[config.mk]
export PLATFORM = sky130hd
export DESIGN_NAME = cc_lives_counter_flat
export DESIGN_NICKNAME = d
export VERILOG_FILES = /design/src/rtl/cc_lives_counter_pkg.sv /design/src/rtl/cc_lives_counter_if.sv /design/src/rtl/cc_guard_timer.sv /design/src/rtl/cc_lives_counter.sv /design/src/flat_wrapper.sv
export SDC_FILE = /design/constraint.sdc
export NUM_CORES = 1
export LEC_CHECK = 0
export CAP_MARGIN = 10
export CELL_PAD_IN_SITES_DETAIL_PLACEMENT = 0
export CELL_PAD_IN_SITES_GLOBAL_PLACEMENT = 1
export CORE_ASPECT_RATIO = 1.2
export CORE_MARGIN = 2
export CORE_UTILIZATION = 35
export CTS_CLUSTER_SIZE = 25
export DETAILED_ROUTE_END_ITERATION = 12
export MAX_ROUTING_LAYER = met4
export PLACE_DENSITY_LB_ADDON = 0.1
export SYNTH_ARGS = -nofsm -noshare
export SYNTH_HDL_FRONTEND = slang
export SYNTH_SLANG_ARGS = --single-unit
[constraint.sdc]
create_clock -name CC_LIVES_COUNTER_CLOCK_50 -period 1.81 [get_ports CC_LIVES_COUNTER_CLOCK_50]
set_input_delay 0.2715 -clock CC_LIVES_COUNTER_CLOCK_50 [delete_from_list [all_inputs] [get_ports CC_LIVES_COUNTER_CLOCK_50]]
set_output_delay 0.2715 -clock CC_LIVES_COUNTER_CLOCK_50 [all_outputs]
set_load 0.1 [all_outputs]
[src/rtl/cc_lives_counter_pkg.sv]
// Shared types and defaults for the Frogger lives counter.
// State encoding is fixed so downstream debug taps can decode it directly.
package cc_lives_counter_pkg;

    typedef enum logic [1:0] {
        PLAY  = 2'b00,
        GUARD = 2'b01,
        OVER  = 2'b10
    } livesState_e;

    localparam int unsigned DEFAULT_DATAWIDTH    = 3;
    localparam int unsigned DEFAULT_LIVES_INIT   = 3;
    localparam int unsigned DEFAULT_LIVES_MAX    = 7;
    localparam int unsigned DEFAULT_GUARD_CYCLES = 50000000;

    // Increment that sticks at the ceiling instead of wrapping.
    function automatic int unsigned satInc(input int unsigned value, input int unsigned ceiling);
        return (value < ceiling) ? value + 1 : ceiling;
    endfunction

endpackage

[src/rtl/cc_lives_counter_if.sv]
// Lives bus between the collision/goal logic (master) and the lives counter (slave).
interface cc_lives_counter_if #(
    parameter int unsigned LIVES_COUNTER_DATAWIDTH = 3
);
    logic                               CC_LIVES_COUNTER_newGame_In;
    logic                               CC_LIVES_COUNTER_hit_In;
    logic                               CC_LIVES_COUNTER_bonus_In;
    logic [LIVES_COUNTER_DATAWIDTH-1:0] CC_LIVES_COUNTER_lives_Out;
    logic                               CC_LIVES_COUNTER_guard_Out;
    logic                               CC_LIVES_COUNTER_respawn_Out;
    logic                               CC_LIVES_COUNTER_gameOver_Out;

    modport master (
        output CC_LIVES_COUNTER_newGame_In,
        output CC_LIVES_COUNTER_hit_In,
        output CC_LIVES_COUNTER_bonus_In,
        input  CC_LIVES_COUNTER_lives_Out,
        input  CC_LIVES_COUNTER_guard_Out,
        input  CC_LIVES_COUNTER_respawn_Out,
        input  CC_LIVES_COUNTER_gameOver_Out
    );

    modport slave (
        input  CC_LIVES_COUNTER_newGame_In,
        input  CC_LIVES_COUNTER_hit_In,
        input  CC_LIVES_COUNTER_bonus_In,
        output CC_LIVES_COUNTER_lives_Out,
        output CC_LIVES_COUNTER_guard_Out,
        output CC_LIVES_COUNTER_respawn_Out,
        output CC_LIVES_COUNTER_gameOver_Out
    );
endinterface

[src/rtl/cc_guard_timer.sv]
// Post-hit invulnerability down-counter; done is high while the count sits at zero.
module cc_guard_timer
    import cc_lives_counter_pkg::*;
#(
    parameter int unsigned GUARD_CYCLES = DEFAULT_GUARD_CYCLES
) (
    input  logic clk,
    input  logic rst_n,
    input  logic load,
    input  logic clear,
    output logic done
);
    // A single-cycle window still needs one storage bit.
    localparam int unsigned TW = (GUARD_CYCLES > 1) ? $clog2(GUARD_CYCLES) : 1;
    localparam logic [TW-1:0] LOAD_VALUE = TW'(GUARD_CYCLES - 1);

    logic [TW-1:0] countQ;
    logic          doneQ;

    // done is registered alongside the count so it mirrors countQ == 0 without a comparator path.
    always_ff @(posedge clk or negedge rst_n) begin
        if (!rst_n) begin
            countQ <= '0;
            doneQ  <= 1'b1;
        end else if (clear) begin
            countQ <= '0;
            doneQ  <= 1'b1;
        end else if (load) begin
            countQ <= LOAD_VALUE;
            doneQ  <= (GUARD_CYCLES == 1);
        end else begin
            if (countQ != '0) begin
                countQ <= countQ - TW'(1);
            end
            doneQ <= (countQ <= TW'(1));
        end
    end

    assign done = doneQ;

endmodule

[src/rtl/cc_lives_counter.sv]
// Frogger remaining-lives counter: hit/bonus handling, guard window, respawn pulse, game-over flag.
module cc_lives_counter
    import cc_lives_counter_pkg::*;
#(
    parameter int unsigned LIVES_COUNTER_DATAWIDTH = DEFAULT_DATAWIDTH,
    parameter int unsigned LIVES_INIT              = DEFAULT_LIVES_INIT,
    parameter int unsigned LIVES_MAX               = DEFAULT_LIVES_MAX,
    parameter int unsigned GUARD_CYCLES            = DEFAULT_GUARD_CYCLES
) (
    input  logic               CC_LIVES_COUNTER_CLOCK_50,
    input  logic               CC_LIVES_COUNTER_RESET_InLow,
    cc_lives_counter_if.slave  livesBus
);
    localparam int unsigned LW = LIVES_COUNTER_DATAWIDTH;
    localparam logic [LW-1:0] LIVES_INIT_V = LW'(LIVES_INIT);
    localparam logic [LW-1:0] ONE_V        = LW'(1);

    livesState_e   stateQ, stateNext;
    logic [LW-1:0] livesQ, livesNext;
    logic          hitQ;
    logic          hitEdge;
    logic          respawnNext;
    logic          guardQ, respawnQ, gameOverQ;
    logic          timerLoad, timerClear, timerDone;

    assign hitEdge = livesBus.CC_LIVES_COUNTER_hit_In & ~hitQ;

    cc_guard_timer #(
        .GUARD_CYCLES (GUARD_CYCLES)
    ) u_guardTimer (
        .clk   (CC_LIVES_COUNTER_CLOCK_50),
        .rst_n (CC_LIVES_COUNTER_RESET_InLow),
        .load  (timerLoad),
        .clear (timerClear),
        .done  (timerDone)
    );

    // State, lives and flag registers; flags are derived from the next state so they align with lives.
    always_ff @(posedge CC_LIVES_COUNTER_CLOCK_50 or negedge CC_LIVES_COUNTER_RESET_InLow) begin
        if (!CC_LIVES_COUNTER_RESET_InLow) begin
            stateQ    <= PLAY;
            livesQ    <= LIVES_INIT_V;
            hitQ      <= 1'b0;
            guardQ    <= 1'b0;
            respawnQ  <= 1'b0;
            gameOverQ <= 1'b0;
        end else begin
            stateQ    <= stateNext;
            livesQ    <= livesNext;
            hitQ      <= livesBus.CC_LIVES_COUNTER_hit_In;
            guardQ    <= (stateNext == GUARD);
            respawnQ  <= respawnNext;
            gameOverQ <= (stateNext == OVER);
        end
    end

    // Next-state and lives update; newGame overrides everything except reset.
    always_comb begin
        stateNext   = stateQ;
        livesNext   = livesQ;
        respawnNext = 1'b0;
        timerLoad   = 1'b0;
        timerClear  = 1'b0;

        if (livesBus.CC_LIVES_COUNTER_newGame_In) begin
            stateNext  = PLAY;
            livesNext  = LIVES_INIT_V;
            timerClear = 1'b1;
        end else begin
            case (stateQ)
                PLAY: begin
                    if (hitEdge) begin
                        respawnNext = 1'b1;
                        // A bonus in the same cycle cancels the loss but still grants the guard window.
                        if (livesBus.CC_LIVES_COUNTER_bonus_In) begin
                            stateNext = GUARD;
                            timerLoad = 1'b1;
                        end else if (livesQ > ONE_V) begin
                            livesNext = livesQ - ONE_V;
                            stateNext = GUARD;
                            timerLoad = 1'b1;
                        end else begin
                            livesNext = '0;
                            stateNext = OVER;
                        end
                    end else if (livesBus.CC_LIVES_COUNTER_bonus_In) begin
                        livesNext = LW'(satInc(32'(livesQ), LIVES_MAX));
                    end
                end
                GUARD: begin
                    if (livesBus.CC_LIVES_COUNTER_bonus_In && !hitEdge) begin
                        livesNext = LW'(satInc(32'(livesQ), LIVES_MAX));
                    end
                    if (timerDone) begin
                        stateNext = PLAY;
                    end
                end
                OVER: begin
                    livesNext = '0;
                end
                default: begin
                    stateNext = PLAY;
                    livesNext = LIVES_INIT_V;
                end
            endcase
        end
    end

    assign livesBus.CC_LIVES_COUNTER_lives_Out    = livesQ;
    assign livesBus.CC_LIVES_COUNTER_guard_Out    = guardQ;
    assign livesBus.CC_LIVES_COUNTER_respawn_Out  = respawnQ;
    assign livesBus.CC_LIVES_COUNTER_gameOver_Out = gameOverQ;

endmodule
[src/flat_wrapper.sv]
// flat-port wrapper written by rule: the top's interface ports become plain ports
module cc_lives_counter_flat import cc_lives_counter_pkg::*;
#(
    parameter int unsigned LIVES_COUNTER_DATAWIDTH = DEFAULT_DATAWIDTH,
    parameter int unsigned LIVES_INIT              = DEFAULT_LIVES_INIT,
    parameter int unsigned LIVES_MAX               = DEFAULT_LIVES_MAX,
    parameter int unsigned GUARD_CYCLES            = DEFAULT_GUARD_CYCLES
)
  (CC_LIVES_COUNTER_CLOCK_50, CC_LIVES_COUNTER_RESET_InLow, livesBus_CC_LIVES_COUNTER_newGame_In, livesBus_CC_LIVES_COUNTER_hit_In, livesBus_CC_LIVES_COUNTER_bonus_In, livesBus_CC_LIVES_COUNTER_lives_Out, livesBus_CC_LIVES_COUNTER_guard_Out, livesBus_CC_LIVES_COUNTER_respawn_Out, livesBus_CC_LIVES_COUNTER_gameOver_Out);
  cc_lives_counter_if #(.LIVES_COUNTER_DATAWIDTH(LIVES_COUNTER_DATAWIDTH)) livesBus_i ();
  input  logic CC_LIVES_COUNTER_CLOCK_50;
  input  logic CC_LIVES_COUNTER_RESET_InLow;
  input wire logic [$bits(livesBus_i.CC_LIVES_COUNTER_newGame_In)-1:0] livesBus_CC_LIVES_COUNTER_newGame_In;
  input wire logic [$bits(livesBus_i.CC_LIVES_COUNTER_hit_In)-1:0] livesBus_CC_LIVES_COUNTER_hit_In;
  input wire logic [$bits(livesBus_i.CC_LIVES_COUNTER_bonus_In)-1:0] livesBus_CC_LIVES_COUNTER_bonus_In;
  output wire logic [$bits(livesBus_i.CC_LIVES_COUNTER_lives_Out)-1:0] livesBus_CC_LIVES_COUNTER_lives_Out;
  output wire logic [$bits(livesBus_i.CC_LIVES_COUNTER_guard_Out)-1:0] livesBus_CC_LIVES_COUNTER_guard_Out;
  output wire logic [$bits(livesBus_i.CC_LIVES_COUNTER_respawn_Out)-1:0] livesBus_CC_LIVES_COUNTER_respawn_Out;
  output wire logic [$bits(livesBus_i.CC_LIVES_COUNTER_gameOver_Out)-1:0] livesBus_CC_LIVES_COUNTER_gameOver_Out;
  assign livesBus_i.CC_LIVES_COUNTER_newGame_In = livesBus_CC_LIVES_COUNTER_newGame_In;
  assign livesBus_i.CC_LIVES_COUNTER_hit_In = livesBus_CC_LIVES_COUNTER_hit_In;
  assign livesBus_i.CC_LIVES_COUNTER_bonus_In = livesBus_CC_LIVES_COUNTER_bonus_In;
  assign livesBus_CC_LIVES_COUNTER_lives_Out = livesBus_i.CC_LIVES_COUNTER_lives_Out;
  assign livesBus_CC_LIVES_COUNTER_guard_Out = livesBus_i.CC_LIVES_COUNTER_guard_Out;
  assign livesBus_CC_LIVES_COUNTER_respawn_Out = livesBus_i.CC_LIVES_COUNTER_respawn_Out;
  assign livesBus_CC_LIVES_COUNTER_gameOver_Out = livesBus_i.CC_LIVES_COUNTER_gameOver_Out;
  cc_lives_counter #(.LIVES_COUNTER_DATAWIDTH(LIVES_COUNTER_DATAWIDTH), .LIVES_INIT(LIVES_INIT), .LIVES_MAX(LIVES_MAX), .GUARD_CYCLES(GUARD_CYCLES)) u_core (.CC_LIVES_COUNTER_CLOCK_50(CC_LIVES_COUNTER_CLOCK_50), .CC_LIVES_COUNTER_RESET_InLow(CC_LIVES_COUNTER_RESET_InLow), .livesBus(livesBus_i));
endmodule
# After elaboration in Yosys (flattened, before gate mapping)
# Index checks and enable logic that the tools add are counted.
# Widths: inputs -> output; s select.
# word_totals
in_bits	5
regBits	36
elab_cells	57
# classes
order_cmp	3
add_sub_neg	3
reduce_logical	6
n_eq_ne	7
muxes	28
bitwise_logic	2
# ops
operator	count
$mux 26	3
$le 26x1->1 const B	1
$reduce_bool 26->1	1
$sub 26x1->26 const B	1
$mux 3	7
$mux 1	11
$mux 2	5
$pmux 3 s3	1
$pmux 2 s3	1
$eq 2x1->1 const B	2
$eq 2x2->1 const B	2
$ne 4x3->1 const B	1
$ne 4x4->1 const B	1
$add 3x1->3 const B	1
$gt 3x1->1 const B	1
$lt 3x3->1 const B	1
$ne 3x2->1 const B	1
$reduce_and 3->1	1
$reduce_bool 3->1	1
$sub 3x1->3 const B	1
$logic_not 2->1	1
$and 1x1->1	1
$logic_and 1x1->1	1
$logic_not 1->1	1
$not 1->1	1

# Longest topological paths before layout
# Gate-level depths: netlist of run 1.
# depth
ltp_word	8
ltp_mapped	8
mapped_depth_nobuf	7

# Modules after synthesis
# Synthesis of run 1 repeated with hierarchy kept, for this count alone.
# unflattened
hier_cells	239
hier_area_um2	2230.9
# modules_own_cells
mod	n_inst	seq_area_each_um2	cells_per_inst	area_each_um2
cc_guard_timer	1	676.9	186	1676.6
cc_lives_counter	1	227.7	53	554.3

# Least setup slack after synthesis of run 1
# Ideal clock, no wire load.
# synth_timing
path_type	register to register
from	reg u_core.livesQ[1] (netlist: u_core.livesBus.CC_LIVES_COUNTER_lives_Out[1])
to	reg u_core.u_guardTimer.countQ[10]
required_time_ns	1.660
synth_period_minus_slack_ns	2.389
n_path_buf	0
path_stages_with_launch	8
path_slack_ns	-0.579
arrival_time_ns	2.239
setup_ns	0.150
path_cell_list	dfstp_2 inv_1 ha_1 o21bai_1 nand2b_1 nor2_1 o31ai_1 nor2_1
# synth_between
elab_chain_len	8
word_cells_on_any_way	9
cone_classes	order compare (1); mux (7); reduce/logical (1)
# synth_lines
item	line	text
start: declaration	cc_lives_counter.sv:19	logic [LW-1:0] livesQ, livesNext;
start signal: assignment	cc_lives_counter.sv:49	livesQ <= livesNext;
$gt 3x1->1 *	cc_lives_counter.sv:78	end else if (livesQ > ONE_V) begin
$mux 1 *	cc_lives_counter.sv:78	
$mux 1 *	cc_lives_counter.sv:75	if (livesBus.CC_LIVES_COUNTER_bonus_In) begin
$mux 1 *	cc_lives_counter.sv:72	if (hitEdge) begin
$mux 1 *	cc_lives_counter.sv:70	case (stateQ)
$mux 1 *	cc_lives_counter.sv:65	if (livesBus.CC_LIVES_COUNTER_newGame_In) begin
$mux 26	cc_guard_timer.sv:28	end else if (load) begin
$mux 26	cc_guard_timer.sv:25	end else if (clear) begin
end signal: assignment	cc_guard_timer.sv:33	countQ <= countQ - TW'(1);
end: declaration	cc_guard_timer.sv:17	logic [TW-1:0] countQ;
# Every way passes the cells marked *; elsewhere a longest branch is shown, timed or not.
# A chain may end at the register's enable or synchronous reset.

# Final worst setup path of run 1
# layout_timing
from	reg u_core.u_guardTimer.countQ[2]
to	reg u_core.u_guardTimer.countQ[19]
# layout_between
elab_chain_len	4
word_cells_on_any_way	6
cone_classes	add/sub (1); mux (3); reduce/logical (2)
# layout_lines
item	line	text
$sub 26x1->26	cc_guard_timer.sv:33	
$mux 26	cc_guard_timer.sv:32	if (countQ != '0) begin
$mux 26	cc_guard_timer.sv:28	
$mux 26	cc_guard_timer.sv:25	
# Several ways; a longest one is shown, not always the timed one. The select of a mux whose other input is x is not followed.

==> results of run 1 <==
cells by family (layout without fill, tap and decap cells):
| logic type | Yosys count | after routing |
|---|---|---|
| fa+ha+maj | 5 | 5 |
| buf+inv | 17 | 100 |
| flops | 36 | 36 |
| xor+xnor | 17 | 17 |
| compound gates | 44 | 44 |
| simple gates | 104 | 104 |
| mux | 3 | 3 |
routing by layer:
metal	global-route usage, %	wire length (um)
met5	-	0
met3	2.96	118
met1	22.2	2490
met4	7.47	61
met2	37.5	3370
metrics by stage:
step           utilization [%]  power, uW  setup TNS [ns]
2_1_floorplan                -       2690           -5.11
3_3_place_gp              49.3       3860           -5.82
3_5_place_dp              49.3       3900           -5.91
4_1_cts                   52.6       4840          -0.756
5_1_grt                   55.2       5470           -2.51
6_report                  55.2       5150          -0.543
worst paths after layout:
path | slack (ns) | to | depth (start not counted)
setup / recovery | -0.09 | u_core.u_guardTimer.countQ[19] | 5
hold reg to reg | 0.61 | u_core.livesBus.CC_LIVES_COUNTER_gameOver_Out | 2
setup reg to reg | -0.09 | u_core.u_guardTimer.countQ[19] | 5
max in group asynchronous | 0.78 | u_core.livesBus.CC_LIVES_COUNTER_lives_Out[0] | 3
hold / removal | 0.47 | u_core.livesBus.CC_LIVES_COUNTER_gameOver_Out | 2
min in group CC_LIVES_COUNTER_CLOCK_50 | 0.58 | u_core.hitQ | 2
where the power goes:
part           internal (uW)  switching [uW]
sequential              1030             253
clock                    408             299
combinational           1590            1570
total                   3030            2120
sequential cells by signal (all words and copies together), names as in the netlist:
| register | cells |
|---|---|
| u_core.hitQ | 1 |
| u_core.livesBus.CC_LIVES_COUNTER_gameOver_Out | 1 |
| u_core.livesBus.CC_LIVES_COUNTER_guard_Out | 1 |
| u_core.livesBus.CC_LIVES_COUNTER_lives_Out | 3 |
| u_core.livesBus.CC_LIVES_COUNTER_respawn_Out | 1 |
| u_core.stateQ | 2 |
| u_core.u_guardTimer.countQ | 26 |
| u_core.u_guardTimer.done | 1 |
placed cells by master, fill, tap and decap left out, types with 5 or more instances in the layout:
cell type / n
buf_4: 69
buf_6: 5
dfrtp_1: 33
nand4_1: 7
nor4_1: 6
xor2_1: 8
nand3_1: 5
nor2_1: 26
o21ai_1: 11
inv_1: 7
clkbuf_8: 5
xnor2_1: 9
a21oi_1: 6
nor3_1: 7
nand2_1: 16
cell type report:
cell class	count	share of cell area, %
sequential	36	28.9
clock inverter	3	1.35
clock buffer	5	2.18
inverter	9	1.15
multi-input combinational	173	41.0
tap	80	3.18
timing repair buffer	83	22.2
critical path, stage by stage (launching register included):
cell and delay (ns):
dfrtp_1 0.42, or4_4 0.56, or3_4 0.36, nor4_4 0.22, xnor2_1 0.17, o21ai_2 0.06
repair_timing:
item	in CTS	in global routing
hold endpoints to repair	18	0
setup endpoints to repair	29	31
hold buffers	1	0
gates resized for setup	25	26
setup buffers	2	4
pin swaps	8	11
==> results.yml, run 1 <==
die:
  core_mm2: 0.00571
  initial_utilization_pct: 36.5
  rows: 30
  die_w_um: 74.5
  fp.dieH_um: 88.5
  ios: 11
  die-area_mm2: 0.00659
drt:
  first_iter_violations: 79
  via_count: 2024
  first_pass_iters: 4
  routed_wl_mm: 6.03
  wl_per_cell_um: 15.5
  vias_per_cell: 5.20
  drc: 0
  ant_nets: 0
synthesis:
  ys_seq_area_share_pct: 43.4
  synth_area_leaders: "dfrtp_1 (40%), nor2_1 (5.0%), o21ai_0 (3.8%)"
  yosysTopAreaCell: "dfrtp_1"
  syn_area_mm2: 0.00208
  avgSynthCellArea_um2: 9.22
  synth_compound_area_share_pct: 13.9
  synth_fp_nets: 236
  synth_edf_count: 0
  synth_top_family_by_area: "simple AND/OR/NAND/NOR gates"
  ys_top_cells_by_count: "dfrtp_1 (33), nor2_1 (28), nand2_1 (16), o21ai_0 (16), nor4_1 (11)"
  muxShareOfSynthArea_pct: 1.50
  ys_async_sr_fraction_pct: 100
  synth_most_common_cell: "dfrtp_1"
  ys_seq_elements: 36
  synthSimpleGateAreaFrac_pct: 27.5
  synth-xor-area-share_pct: 7.14
  ys_types: 50
  synth_top_area_share_pct: 39.6
  yosys.area_share.adder_pct: 3.00
  syn_inst: 226
  yosysWarningCount: 0
  synth_ff_type: "dfrtp_1"
sta:
  rsz0062_at_grt: "yes"
  setup_viol: 22
  final_hold_viol_count: 0
  worst_slew_pin_slew_ns: 0.499
  fin_ws_ns: -0.0869
  fmax_mhz: 527
  whs_ns: 0.471
  fin_crit_ns: 1.90
  fin_crit_sh_pct: 105
  slew-limit-headroom_pct: 66.7
  clock_skew_ns: 0.00965
  final_max_slew_viol_count: 0
grt:
  grt-ovfl-total: 0
  grt_use_total_pct: 20.5
  grt_pass1_wl_mm: 9.93
  grt_pass1_vias: 2142
  grt_start_max_net_pins: 21
  antenna_found_initial: 0
final_layout:
  layout-drive-gt1-share_pct: 41.4
  fin_nets: 318
  num-fill-cells: 534
  num_antenna_cells: 0
  fin_area_mm2: 0.00315
  instances_no_fill: 389
  regArea_um2: 912
  multi_input_comb_area_mm2: 0.00129
  area_delta_synth_final_pct: 51.2
place:
  placed_area_mm2: 0.00281
  numPortBuffers: 10
  hpwl_mm: 4.58
  placedCellCount: 374
  post-place-ws_ns: -0.322
  gp_congestion: 0.892
clock_tree:
  path_clk_slew_ns: 0.08
  cts.sink_count: 36
  cts-root-buf: "clkbuf_8"
  cts_buffer_depth: 2
  clk_latency_ns: 0.29
  h-tree-depth: 2
  cts_tree: "done"
  numCtsBuffers: 5
critical_path:
  worstPathArrival_ns: 2.08
  required_ns: 1.99
  crit_start: "u_core.u_guardTimer.countQ[2]"
  rr_startpoint: "u_core.u_guardTimer.countQ[2]"
  end_kind: "flip-flop"
  crit_type: "reg2reg"
  path_max_fanout: 3
  worst_setup_path_start_kind: "flip-flop"
outcome:
  outcome: "finished with violations"
  violations: "negative setup slack"
pwr:
  powerDensity_mw_per_mm2: 1630
  peakVddDrop_v: 0.000742
  leakage_uw: 0.00139
run:
  maxCapViolations: 0
hold_path:
  hold_path.class: "in2async"
No activity file was read; power rests on OpenSTA's default activity.
==> run 2: changes to the inputs <==
ABC_CLOCK_PERIOD_IN_PS = 1810   (was unset)
HOLD_SLACK_MARGIN = 0.1   (was unset)
==> results of run 2 <==
Same layout as run 1: the final DEF is identical, and so are final timing and power.
==> run 3: changes to the inputs <==
DONT_BUFFER_PORTS = 1   (was unset)
==> run 3 against run 2 <==
The flow still finishes with violations (negative setup slack); total power shrank 7.5%; sequential share of layout area grew 1.7 points; non-clock buffer count shrank 12; first-iteration DRC count shrank 15%; core utilization shrank 3.1 points; wire length shrank 1.3%; via count shrank 1.8%.
==> results.yml, run 3 (synthesis gave the netlist of run 1 again) <==
outcome:
  violations: "negative setup slack"
  outcome: "finished with violations"
clock_tree:
  cts-root-buf: "clkbuf_8"
  clk_latency_ns: 0.29
  numCtsBuffers: 5
  cts.sink_count: 36
  cts_tree: "done"
  cts_buffer_depth: 2
  h-tree-depth: 2
  path_clk_slew_ns: 0.07
grt:
  grt-ovfl-total: 0
  grt_pass1_vias: 2067
  grt_use_total_pct: 20.4
  grt_pass1_wl_mm: 9.83
  grt_start_max_net_pins: 37
  antenna_found_initial: 0
place:
  gp_congestion: 0.842
  numPortBuffers: 0
  hpwl_mm: 4.52
  post-place-ws_ns: -0.108
critical_path:
  r2r_slack_ns: -0.08
  r2r-end: "u_core.u_guardTimer.countQ[19]"
  crit_family: "simple AND/OR/NAND/NOR gates"
  path_buf_inv: 0
  end_kind: "flip-flop"
  worst_setup_path_start_kind: "flip-flop"
  crit_type: "reg2reg"
  path_max_fanout: 4
  r2r_cells: 5
  rr_startpoint: "u_core.u_guardTimer.countQ[4]"
  slowest_stage: "or4_4"
  worstPathArrival_ns: 2.07
  critPathMaxStageDelay_ns: 0.57
  worstPathCellList: "or4_4, or3_4, nor4_4, xnor2_1, o21ai_2"
  required_ns: 1.99
sta:
  fin_tns_setup_ns: -0.305
  setup_viol: 13
  rsz0062_at_grt: "yes"
  fin_crit_ns: 1.89
  fmax_mhz: 528
  worst_slew_pin_slew_ns: 0.356
  whs_ns: 0.167
  slew-limit-headroom_pct: 76.3
  fin_ws_ns: -0.0828
  clock_skew_ns: 0.00508
  final_max_slew_viol_count: 0
  fin_crit_sh_pct: 105
  final_hold_viol_count: 0
die:
  rows: 30
  core_mm2: 0.00571
  die-area_mm2: 0.00659
  fp.dieH_um: 88.5
  initial_utilization_pct: 36.5
  ios: 11
  die_w_um: 74.5
pwr:
  pwr-share-clk_pct: 12.5
  p_int_uw: 2750
  switching_share_pct: 42.1
  p_seq_share_pct: 25.8
  powerDensity_mw_per_mm2: 1600
  p_sw_uw: 2010
  leakage_uw: 0.00131
  comb_power_share_pct: 61.7
  finalPower_uw: 4760
  peakVddDrop_v: 0.000673
final_layout:
  fin_nets: 306
  area_delta_synth_final_pct: 42.7
  num-fill-cells: 530
  multi_input_comb_area_mm2: 0.00126
  largest_register_ffs: 26
  final_common_cell: "buf_4"
  regArea_um2: 912
  final_cell_mix: "buf_4 (64), dfrtp_1 (33), nor2_1 (26)"
  top_register: "u_core.u_guardTimer.countQ"
  layout-drive-gt1-share_pct: 39.1
  num_antenna_cells: 0
hold_path:
  min_from: "livesBus_CC_LIVES_COUNTER_newGame_In"
  whs_endpoint: "u_core.livesBus.CC_LIVES_COUNTER_lives_Out[0]"
  hold_path.class: "in2reg"
  worstHoldPathCells: 2
drt:
  vias_per_cell: 5.27
  first_pass_iters: 4
  first_iter_violations: 67
  drc: 0
  ant_nets: 0
  via_count: 1988
  routed_wl_mm: 5.95
  wl_per_cell_um: 15.8
run:
  maxCapViolations: 0
[run 3: final cells by class]
| type | count | share of cell area (%) |
|---|---|---|
| Timing Repair Buffer | 71 | 19.3 |
| Multi-Input combinational cell | 173 | 42.4 |
| Clock buffer | 6 | 2.78 |
| Tap cell | 80 | 3.36 |
| Clock inverter | 2 | 0.336 |
| Sequential cell | 36 | 30.7 |
| Inverter | 9 | 1.22 |
[run 3: per-stage QoR]
stage / cells / cell area (um2) / util (%)
final: 377 / 2980 / 52.1
after global routing: 377 / 2980 / 52.1
after CTS: 373 / 2860 / 50.2
after detailed placement: 360 / 2670 / 46.7
after global placement: 360 / 2670 / 46.7
after floorplan: 226 / 2130 / -
[run 3: what timing repair did]
action	4_1_cts	5_1_grt
pin swaps	5	4
resized for setup	14	23
buffers inserted	2	3
hold buffers	3	1
endpoints found under the hold margin	40	3
setup endpoints to repair	29	31
[run 3: worst max path at each step]
stage | endpoint | cells after the start | start
finish | u_core.u_guardTimer.countQ[19] | 5 | u_core.u_guardTimer.countQ[4]
global route | u_core.u_guardTimer.countQ[19] | 5 | u_core.u_guardTimer.countQ[4]
CTS | u_core.u_guardTimer.countQ[21] | 7 | u_core.livesBus.CC_LIVES_COUNTER_lives_Out[1]
detailed placement | u_core.u_guardTimer.countQ[22] | 7 | u_core.livesBus.CC_LIVES_COUNTER_lives_Out[1]
global placement | u_core.u_guardTimer.countQ[23] | 6 | u_core.u_guardTimer.countQ[11]
floorplan | u_core.u_guardTimer.countQ[20] | 8 | u_core.livesBus.CC_LIVES_COUNTER_lives_Out[1]
[run 3: power by group through the flow]
stage / Sequential (uW) / Clock, uW / Combinational (uW)
2_1_floorplan: 1470 / 0 / 1220
3_3_place_gp: 1210 / 0 / 2530
3_5_place_dp: 1220 / 0 / 2580
4_1_cts: 1210 / 616 / 2770
5_1_grt: 1260 / 643 / 3190
6_report: 1230 / 594 / 2940
[run 3: per-layer routing]
metal  routed length [um]  global-route usage (%)  vias to the layer above
li1                     -                       -                      962
met1                 2490                    21.7                      985
met2                 3220                    36.7                       30
met3                  139                    3.53                       11
met4                  108                    8.44                        0
met5                    0                       -                        -
